File: config.mk
export PLATFORM = sky130hd
export DESIGN_NAME = sd_cmd_tx_flat
export DESIGN_NICKNAME = d
export VERILOG_FILES = /design/src/rtl/sd_pkg.sv /design/src/rtl/sd_cmd_tx_if.sv /design/src/rtl/crc7.sv /design/src/rtl/sd_cmd_tx.sv /design/src/flat_wrapper.sv
export SDC_FILE = /design/constraint.sdc
export NUM_CORES = 1
export LEC_CHECK = 0
export CAP_MARGIN = 10
export CORE_ASPECT_RATIO = 0.5
export CORE_UTILIZATION = 50
export CTS_BUF_LIST = sky130_fd_sc_hd__clkbuf_8
export CTS_CLUSTER_DIAMETER = 150
export CTS_CLUSTER_SIZE = 16
export DETAILED_ROUTE_END_ITERATION = 8
export PLACE_DENSITY = 0.75
export RECOVER_POWER = 25
export SETUP_SLACK_MARGIN = 0.2
export SLEW_MARGIN = 40
export SYNTH_ARGS = -nofsm -noshare
export SYNTH_HDL_FRONTEND = slang
export SYNTH_SLANG_ARGS = --single-unit
File: constraint.sdc
create_clock -name clk -period 2.9 [get_ports clk]
set_input_delay 0.58 -clock clk [delete_from_list [all_inputs] [get_ports clk]]
set_output_delay 0.58 -clock clk [all_outputs]
set_load 0.03 [all_outputs]
File: src/rtl/sd_pkg.sv
// rtl/sd_pkg.sv - shared SD command-path types and frame constants
package sd_pkg;

  localparam int CMD_FRAME_BITS   = 48;
  localparam int CMD_CRC_BITS     = 7;
  localparam int CMD_PAYLOAD_BITS = 40;

  typedef enum logic [2:0] {
    ST_IDLE,
    ST_DATA,
    ST_CRC,
    ST_STOP,
    ST_TAIL,
    ST_GAP
  } sd_state_e;

  typedef struct packed {
    logic [5:0]  index;
    logic [31:0] arg;
  } sd_cmd_t;

endpackage

File: src/rtl/sd_cmd_tx_if.sv
// rtl/sd_cmd_tx_if.sv - command request and CMD-line signals of sd_cmd_tx
interface sd_cmd_tx_if;
  logic        strobe;
  logic        start;
  logic [5:0]  cmd_index;
  logic [31:0] cmd_arg;
  logic        ready;
  logic        cmd_out;
  logic        cmd_oe;
  logic        done;

  modport master (
    output strobe, start, cmd_index, cmd_arg,
    input  ready, cmd_out, cmd_oe, done
  );

  modport slave (
    input  strobe, start, cmd_index, cmd_arg,
    output ready, cmd_out, cmd_oe, done
  );
endinterface

File: src/rtl/crc7.sv
// rtl/crc7.sv - serial CRC7 (x^7 + x^3 + 1), MSB-first, asynchronous clear
module crc7 (
  input  logic       clk,
  input  logic       clear,
  input  logic       enable,
  input  logic       in,
  output logic [6:0] crc
);
  logic fb;

  assign fb = crc[6] ^ in;

  always_ff @(posedge clk or posedge clear) begin
    if (clear) begin
      crc <= '0;
    end else if (enable) begin
      crc <= {crc[5:0], fb} ^ {3'b000, fb, 3'b000};
    end
  end
endmodule

File: src/rtl/sd_cmd_tx.sv
// rtl/sd_cmd_tx.sv - SD CMD-line frame serialiser; SD_CMD_TX_GAP_EN adds the post-frame idle gap
module sd_cmd_tx
  import sd_pkg::*;
#(
  parameter int GAP_BITS = 8
) (
  input  logic       clk,
  input  logic       clear,
  sd_cmd_tx_if.slave bus
);

  sd_state_e                   state, state_nxt;
  logic [CMD_PAYLOAD_BITS-1:0] shreg, shreg_nxt;
  logic [5:0]                  bit_cnt, bit_cnt_nxt;
  logic [CMD_CRC_BITS-1:0]     crc, crc_bits;
  logic ready_q, ready_nxt, cmd_out_q, cmd_out_nxt, cmd_oe_q, cmd_oe_nxt, done_q, done_nxt;
  logic crc_init, crc_init_nxt, crc_clear, crc_en, accept, gap_last;
  sd_cmd_t cmd;

  assign accept    = bus.start && ready_q;
  assign cmd.index = bus.cmd_index;
  assign cmd.arg   = bus.cmd_arg;
  assign crc_clear = clear | crc_init;
  assign crc_en    = bus.strobe && (state == ST_DATA);

  // A strobe during the crc_init cycle is lost to the CRC, which is harmless: it carries the
  // start bit (0), and a zero bit into a zero CRC leaves it zero.
  crc7 u_crc7 (
    .clk    (clk),
    .clear  (crc_clear),
    .enable (crc_en),
    .in     (shreg[CMD_PAYLOAD_BITS-1]),
    .crc    (crc)
  );

`ifdef SD_CMD_TX_GAP_EN
  localparam int GW = $clog2(GAP_BITS + 1);
  logic [GW-1:0] gap_cnt;

  always_ff @(posedge clk or posedge clear) begin
    if (clear) begin
      gap_cnt <= '0;
    end else if (state != ST_GAP) begin
      gap_cnt <= '0;
    end else if (bus.strobe) begin
      gap_cnt <= gap_cnt + 1'b1;
    end
  end

  assign gap_last = (gap_cnt == GW'(GAP_BITS - 1));
`else
  // Keeps the parameter referenced; ST_GAP is unreachable in this build.
  assign gap_last = (GAP_BITS >= 0);
`endif

  always_ff @(posedge clk or posedge clear) begin
    if (clear) begin
      state     <= ST_IDLE;
      shreg     <= '0;
      bit_cnt   <= '0;
      ready_q   <= 1'b1;
      cmd_out_q <= 1'b1;
      cmd_oe_q  <= 1'b0;
      done_q    <= 1'b0;
      crc_init  <= 1'b0;
    end else begin
      state     <= state_nxt;
      shreg     <= shreg_nxt;
      bit_cnt   <= bit_cnt_nxt;
      ready_q   <= ready_nxt;
      cmd_out_q <= cmd_out_nxt;
      cmd_oe_q  <= cmd_oe_nxt;
      done_q    <= done_nxt;
      crc_init  <= crc_init_nxt;
    end
  end

  always_comb begin
    state_nxt = state;
    case (state)
      ST_IDLE: if (accept) state_nxt = ST_DATA;
      ST_DATA: if (bus.strobe && bit_cnt == 6'(CMD_PAYLOAD_BITS - 1)) state_nxt = ST_CRC;
      ST_CRC:  if (bus.strobe && bit_cnt == 6'(CMD_CRC_BITS - 1)) state_nxt = ST_STOP;
      ST_STOP: if (bus.strobe) state_nxt = ST_TAIL;
`ifdef SD_CMD_TX_GAP_EN
      ST_TAIL: if (bus.strobe) state_nxt = ST_GAP;
`else
      ST_TAIL: if (bus.strobe) state_nxt = ST_IDLE;
`endif
      ST_GAP:  if (bus.strobe && gap_last) state_nxt = ST_IDLE;
      default: state_nxt = ST_IDLE;
    endcase
  end

  always_comb begin
    shreg_nxt    = shreg;
    bit_cnt_nxt  = bit_cnt;
    cmd_out_nxt  = cmd_out_q;
    cmd_oe_nxt   = cmd_oe_q;
    done_nxt     = 1'b0;
    crc_init_nxt = 1'b0;
    ready_nxt    = (state == ST_IDLE) && !accept;
    // First CRC strobe takes the settled CRC; later ones shift it out of the register.
    crc_bits     = (bit_cnt == 6'd0) ? crc : shreg[CMD_PAYLOAD_BITS-1 -: CMD_CRC_BITS];
    case (state)
      ST_IDLE: if (accept) begin
        shreg_nxt    = {2'b01, cmd};
        bit_cnt_nxt  = '0;
        crc_init_nxt = 1'b1;
      end
      ST_DATA: if (bus.strobe) begin
        cmd_out_nxt = shreg[CMD_PAYLOAD_BITS-1];
        cmd_oe_nxt  = 1'b1;
        shreg_nxt   = {shreg[CMD_PAYLOAD_BITS-2:0], 1'b0};
        bit_cnt_nxt = (bit_cnt == 6'(CMD_PAYLOAD_BITS - 1)) ? 6'd0 : bit_cnt + 6'd1;
      end
      ST_CRC: if (bus.strobe) begin
        cmd_out_nxt = crc_bits[CMD_CRC_BITS-1];
        cmd_oe_nxt  = 1'b1;
        shreg_nxt   = {crc_bits[CMD_CRC_BITS-2:0], {(CMD_PAYLOAD_BITS-CMD_CRC_BITS+1){1'b0}}};
        bit_cnt_nxt = (bit_cnt == 6'(CMD_CRC_BITS - 1)) ? 6'd0 : bit_cnt + 6'd1;
      end
      ST_STOP: if (bus.strobe) begin
        cmd_out_nxt = 1'b1;
        cmd_oe_nxt  = 1'b1;
      end
      ST_TAIL: if (bus.strobe) begin
        cmd_out_nxt = 1'b1;
        cmd_oe_nxt  = 1'b0;
        done_nxt    = 1'b1;
      end
      default: ;
    endcase
  end

  assign bus.ready   = ready_q;
  assign bus.cmd_out = cmd_out_q;
  assign bus.cmd_oe  = cmd_oe_q;
  assign bus.done    = done_q;

endmodule
File: src/flat_wrapper.sv
// flat-port wrapper written by rule: the top's interface ports become plain ports
module sd_cmd_tx_flat import sd_pkg::*;
#(
  parameter int GAP_BITS = 8
)
  (clk, clear, bus_strobe, bus_start, bus_cmd_index, bus_cmd_arg, bus_ready, bus_cmd_out, bus_cmd_oe, bus_done);
  sd_cmd_tx_if bus_i ();
  input  logic clk;
  input  logic clear;
  input wire logic [$bits(bus_i.strobe)-1:0] bus_strobe;
  input wire logic [$bits(bus_i.start)-1:0] bus_start;
  input wire logic [$bits(bus_i.cmd_index)-1:0] bus_cmd_index;
  input wire logic [$bits(bus_i.cmd_arg)-1:0] bus_cmd_arg;
  output wire logic [$bits(bus_i.ready)-1:0] bus_ready;
  output wire logic [$bits(bus_i.cmd_out)-1:0] bus_cmd_out;
  output wire logic [$bits(bus_i.cmd_oe)-1:0] bus_cmd_oe;
  output wire logic [$bits(bus_i.done)-1:0] bus_done;
  assign bus_i.strobe = bus_strobe;
  assign bus_i.start = bus_start;
  assign bus_i.cmd_index = bus_cmd_index;
  assign bus_i.cmd_arg = bus_cmd_arg;
  assign bus_ready = bus_i.ready;
  assign bus_cmd_out = bus_i.cmd_out;
  assign bus_cmd_oe = bus_i.cmd_oe;
  assign bus_done = bus_i.done;
  sd_cmd_tx #(.GAP_BITS(GAP_BITS)) u_core (.clk(clk), .clear(clear), .bus(bus_i));
endmodule
==> insert_results.sql <==
INSERT INTO impl_metrics (metric_group, metric, value, unit) VALUES
('die', 'coreArea', '0.00573', 'mm²'),
('cts', 'clock_pin_transition_on_the_worst_setup_and_hold_timing_paths', '0.08', 'ns'),
('setup_path', 'cp_max_fo', '38', ''),
('cts', 'cts.sink_count', '61', ''),
('routing', 'routedWlPerCell', '15.0', 'µm'),
('timing', 'worst_clock_skew', '0.00819', 'ns'),
('setup_path', 'timing_worst_setup_path_type', 'in -> reg', ''),
('routing', 'drt_pass1_iterations', '4', ''),
('power', 'ir_drop', '0.331', 'mV'),
('logic_synthesis', 'synth-edff-count', '0', ''),
('placement', 'gp_congestion', '0.803', ''),
('cts', 'cts_root_buf', 'clkbuf_8', ''),
('routing', 'post_drt_via_cell_ratio', '5.63', ''),
('timing', 'peak_freq', '446', 'MHz'),
('setup_path', 'critical_path.startpoint', 'bus_strobe', ''),
('logic_synthesis', 'synth-seq-area-share', '49.4', '%'),
('die', 'rows', '19', ''),
('routing', 'initialDrtViolationCount', '165', ''),
('setup_path', 'regToRegStartpoint', 'u_core.state[0]', ''),
('logic_synthesis', 'syn_avg_cell_area', '10.2', 'µm²'),
('cts', 'tritoncts', 'done', ''),
('global_route', 'grt_pass1_vias', '2443', ''),
('logic_synthesis', 'synthMuxAreaShare', '1.82', '%'),
('placement', 'io_buffers', '45', ''),
('global_route', 'grt_util_all_layers', '22.0', '%'),
('logic_synthesis', 'synthCells', '302', ''),
('power', 'power.leakage', '1.40', 'nW'),
('cts', 'clock_latency', '0.34', 'ns'),
('logic_synthesis', 'post_synth_main_area_contributors', 'dfrtp_1 (48%), a221oi_2 (9.7%), nor2_1 (9.7%)', ''),
('cells_and_area', 'design.final.nets', '385', ''),
('placement', 'post-place-ws', '0.301', 'ns'),
('timing', 'fin_crit', '2.24', 'ns'),
('timing', 'worst_pin_slew', '1.33', 'ns'),
('logic_synthesis', 'post_synth_fa_ha_maj_area_fraction', '1.21', '%'),
('cts', 'post_cts_setup_repair_buffer_count', '0', ''),
('logic_synthesis', 'ffs_latches_synth', '61', ''),
('cts', 'htree_levels', '3', ''),
('routing', 'drtAntennaViolNets', '0', ''),
('run_status', 'outcome', 'complete, no violations', ''),
('timing', 'layout_worst_path_cycle_share', '77.3', '%'),
('timing', 'rsz0062_at_grt', 'no', ''),
('global_route', 'global_route_wire_length_before_repair', '11100', 'µm'),
('die', 'die_height', '57.6', 'µm'),
('placement', 'hpwl', '4150', 'µm'),
('setup_path', 'timing.rr.end', 'u_core.shreg[28]', ''),
('cts', 'cts.hold.buffers_added', '0', ''),
('timing', 'final_tns_setup', '0', 'ns'),
('logic_synthesis', 'post_synth_instance_area', '0.00309', 'mm²'),
('logic_synthesis', 'synth_simple_gate_area_share', '17.0', '%'),
('setup_path', 'worst-endpoint-arrival', '2.47', 'ns'),
('global_route', 'number_of_antenna_violations_at_the_first_check_in_global_routing', '0', ''),
('run', 'max_cap_viol_count', '0', ''),
('logic_synthesis', 'yosys.cell_types.count', '44', ''),
('cts', 'tritoncts.num_buffers', '9', ''),
('cells_and_area', 'antenna_cells_inserted', '0', ''),
('logic_synthesis', 'syn_nets', '347', ''),
('cells_and_area', 'area_delta_synth_final', '23.0', '%'),
('timing', 'slew_violations', '0', ''),
('die', 'effective_utilization_at_floorplan', '54.0', '%'),
('die', 'io_pins', '46', ''),
('logic_synthesis', 'synth_commonest_cells', 'nor2_1 (80), dfrtp_1 (59), a221oi_2 (20), nand2_1 (20), buf_2 (16)', ''),
('logic_synthesis', 'yosysMostFrequentCell', 'nor2_1', ''),
('timing', 'setup_viol', '0', ''),
('global_route', 'grt_max_degree', '55', ''),
('setup_path', 'critical_path.endpoint_type', 'register', ''),
('cts', 'post_cts_resized', '0', ''),
('timing', 'pnr_worst_setup_slack', '0.659', 'ns'),
('worst_hold_path', 'holdCritPathClass', 'reg -> async', ''),
('logic_synthesis', 'yosysWarningCount', '0', ''),
('logic_synthesis', 'synth_top_area_share', '47.7', '%'),
('logic_synthesis', 'yosys_most_used_dff', 'dfrtp_1', '');
## routing by layer
layer	GRT usage, %	wire (µm)	part of all wire [%]	up-vias
met5	0	0	0	-
met3	6.28	374	5.8	4
li1	-	-	-	1185
met2	34.9	2910	45	65
met1	29.5	3090	48	1163
met4	7.71	44	0.69	0
## registers in the layout (all words and copies together) (netlist names)
register,cells
u_core.bit_cnt,6
u_core.bus.cmd_oe,1
u_core.bus.cmd_out,1
u_core.bus.done,1
u_core.bus.ready,1
u_core.crc_init,1
u_core.shreg,40
u_core.state,3
u_core.u_crc7.crc,7
## power breakdown
group          switching [W]  internal (W)
clock               0.000352      0.000401
combinational       0.000399      0.000415
sequential          0.000253       0.00117
## cell families (layout without fill, tap and decap cells)
| logic type | Yosys count | in the layout |
|---|---|---|
| AND/OR/NAND/NOR | 121 | 121 |
| AO/OA/AOI/OAI | 81 | 81 |
| XOR/XNOR | 2 | 2 |
| adder cells (fa/ha/maj) | 3 | 3 |
| flip-flops | 61 | 61 |
| multiplexers | 5 | 5 |
| buffers and inverters | 29 | 72 |
## through the flow
stage               util (%)  power [W]  hold slack, ns  area (µm²)  cells
floorplan                  -    0.00202           0.282        3090    302
global placement        62.6    0.00218           0.335        3580    412
detailed placement      63.2    0.00225           0.352        3620    413
CTS                     66.7    0.00301           0.358        3820    429
global route            66.4    0.00319           0.397        3800    429
finish                  66.4    0.00299           0.330        3800    429
## worst max-delay path, cell delays in order
cell and delay [ns]:
clkdlybuf4s50_1 0.64, nand2b_1 0.18, a221o_4 0.66, a221oi_1 0.31
nor2_1 0.07
## placed cells by master, fill, tap and decap left out, types with 2 or more instances in the layout
master            n
nand2b_1          3
nor2_4            2
o21a_1            2
a311oi_1          2
ha_1              3
o22ai_1           2
nor3b_1           2
clkinv_2          2
o21ai_0           7
nor2_1           79
mux2_2            5
nor2b_1           3
a221oi_1         13
a21oi_1           5
clkdlybuf4s50_1  44
nand3_1           3
a31oi_1           9
a221oi_2         20
inv_6             2
dfrtp_1          59
nor3_1            4
a32oi_1           5
inv_1             4
nand2_1          20
clkbuf_8          9
o211ai_1          5
buf_4             3
dfstp_2           2
## how the worst max path moves through the flow
stage | to | slack, ns | cells after the start
final | u_core.shreg[28] | 0.66 | 5
after global routing | u_core.shreg[27] | 0.55 | 5
after global placement | u_core.shreg[33] | 0.29 | 5
after detailed placement | u_core.shreg[28] | 0.30 | 5
after floorplan | u_core.bit_cnt[0] | 1.01 | 1
after CTS | u_core.shreg[27] | 0.68 | 5
## layout make-up
type	instances	area, µm²
Clock inverter	7	73.8
Multi-Input combinational cell	212	1430
Inverter	5	18.8
Tap cell	84	105
Clock buffer	9	124
Sequential cell	61	1530
Fill cell	456	1920
Timing Repair Buffer	51	526
(Power assumes the default switching activity.)
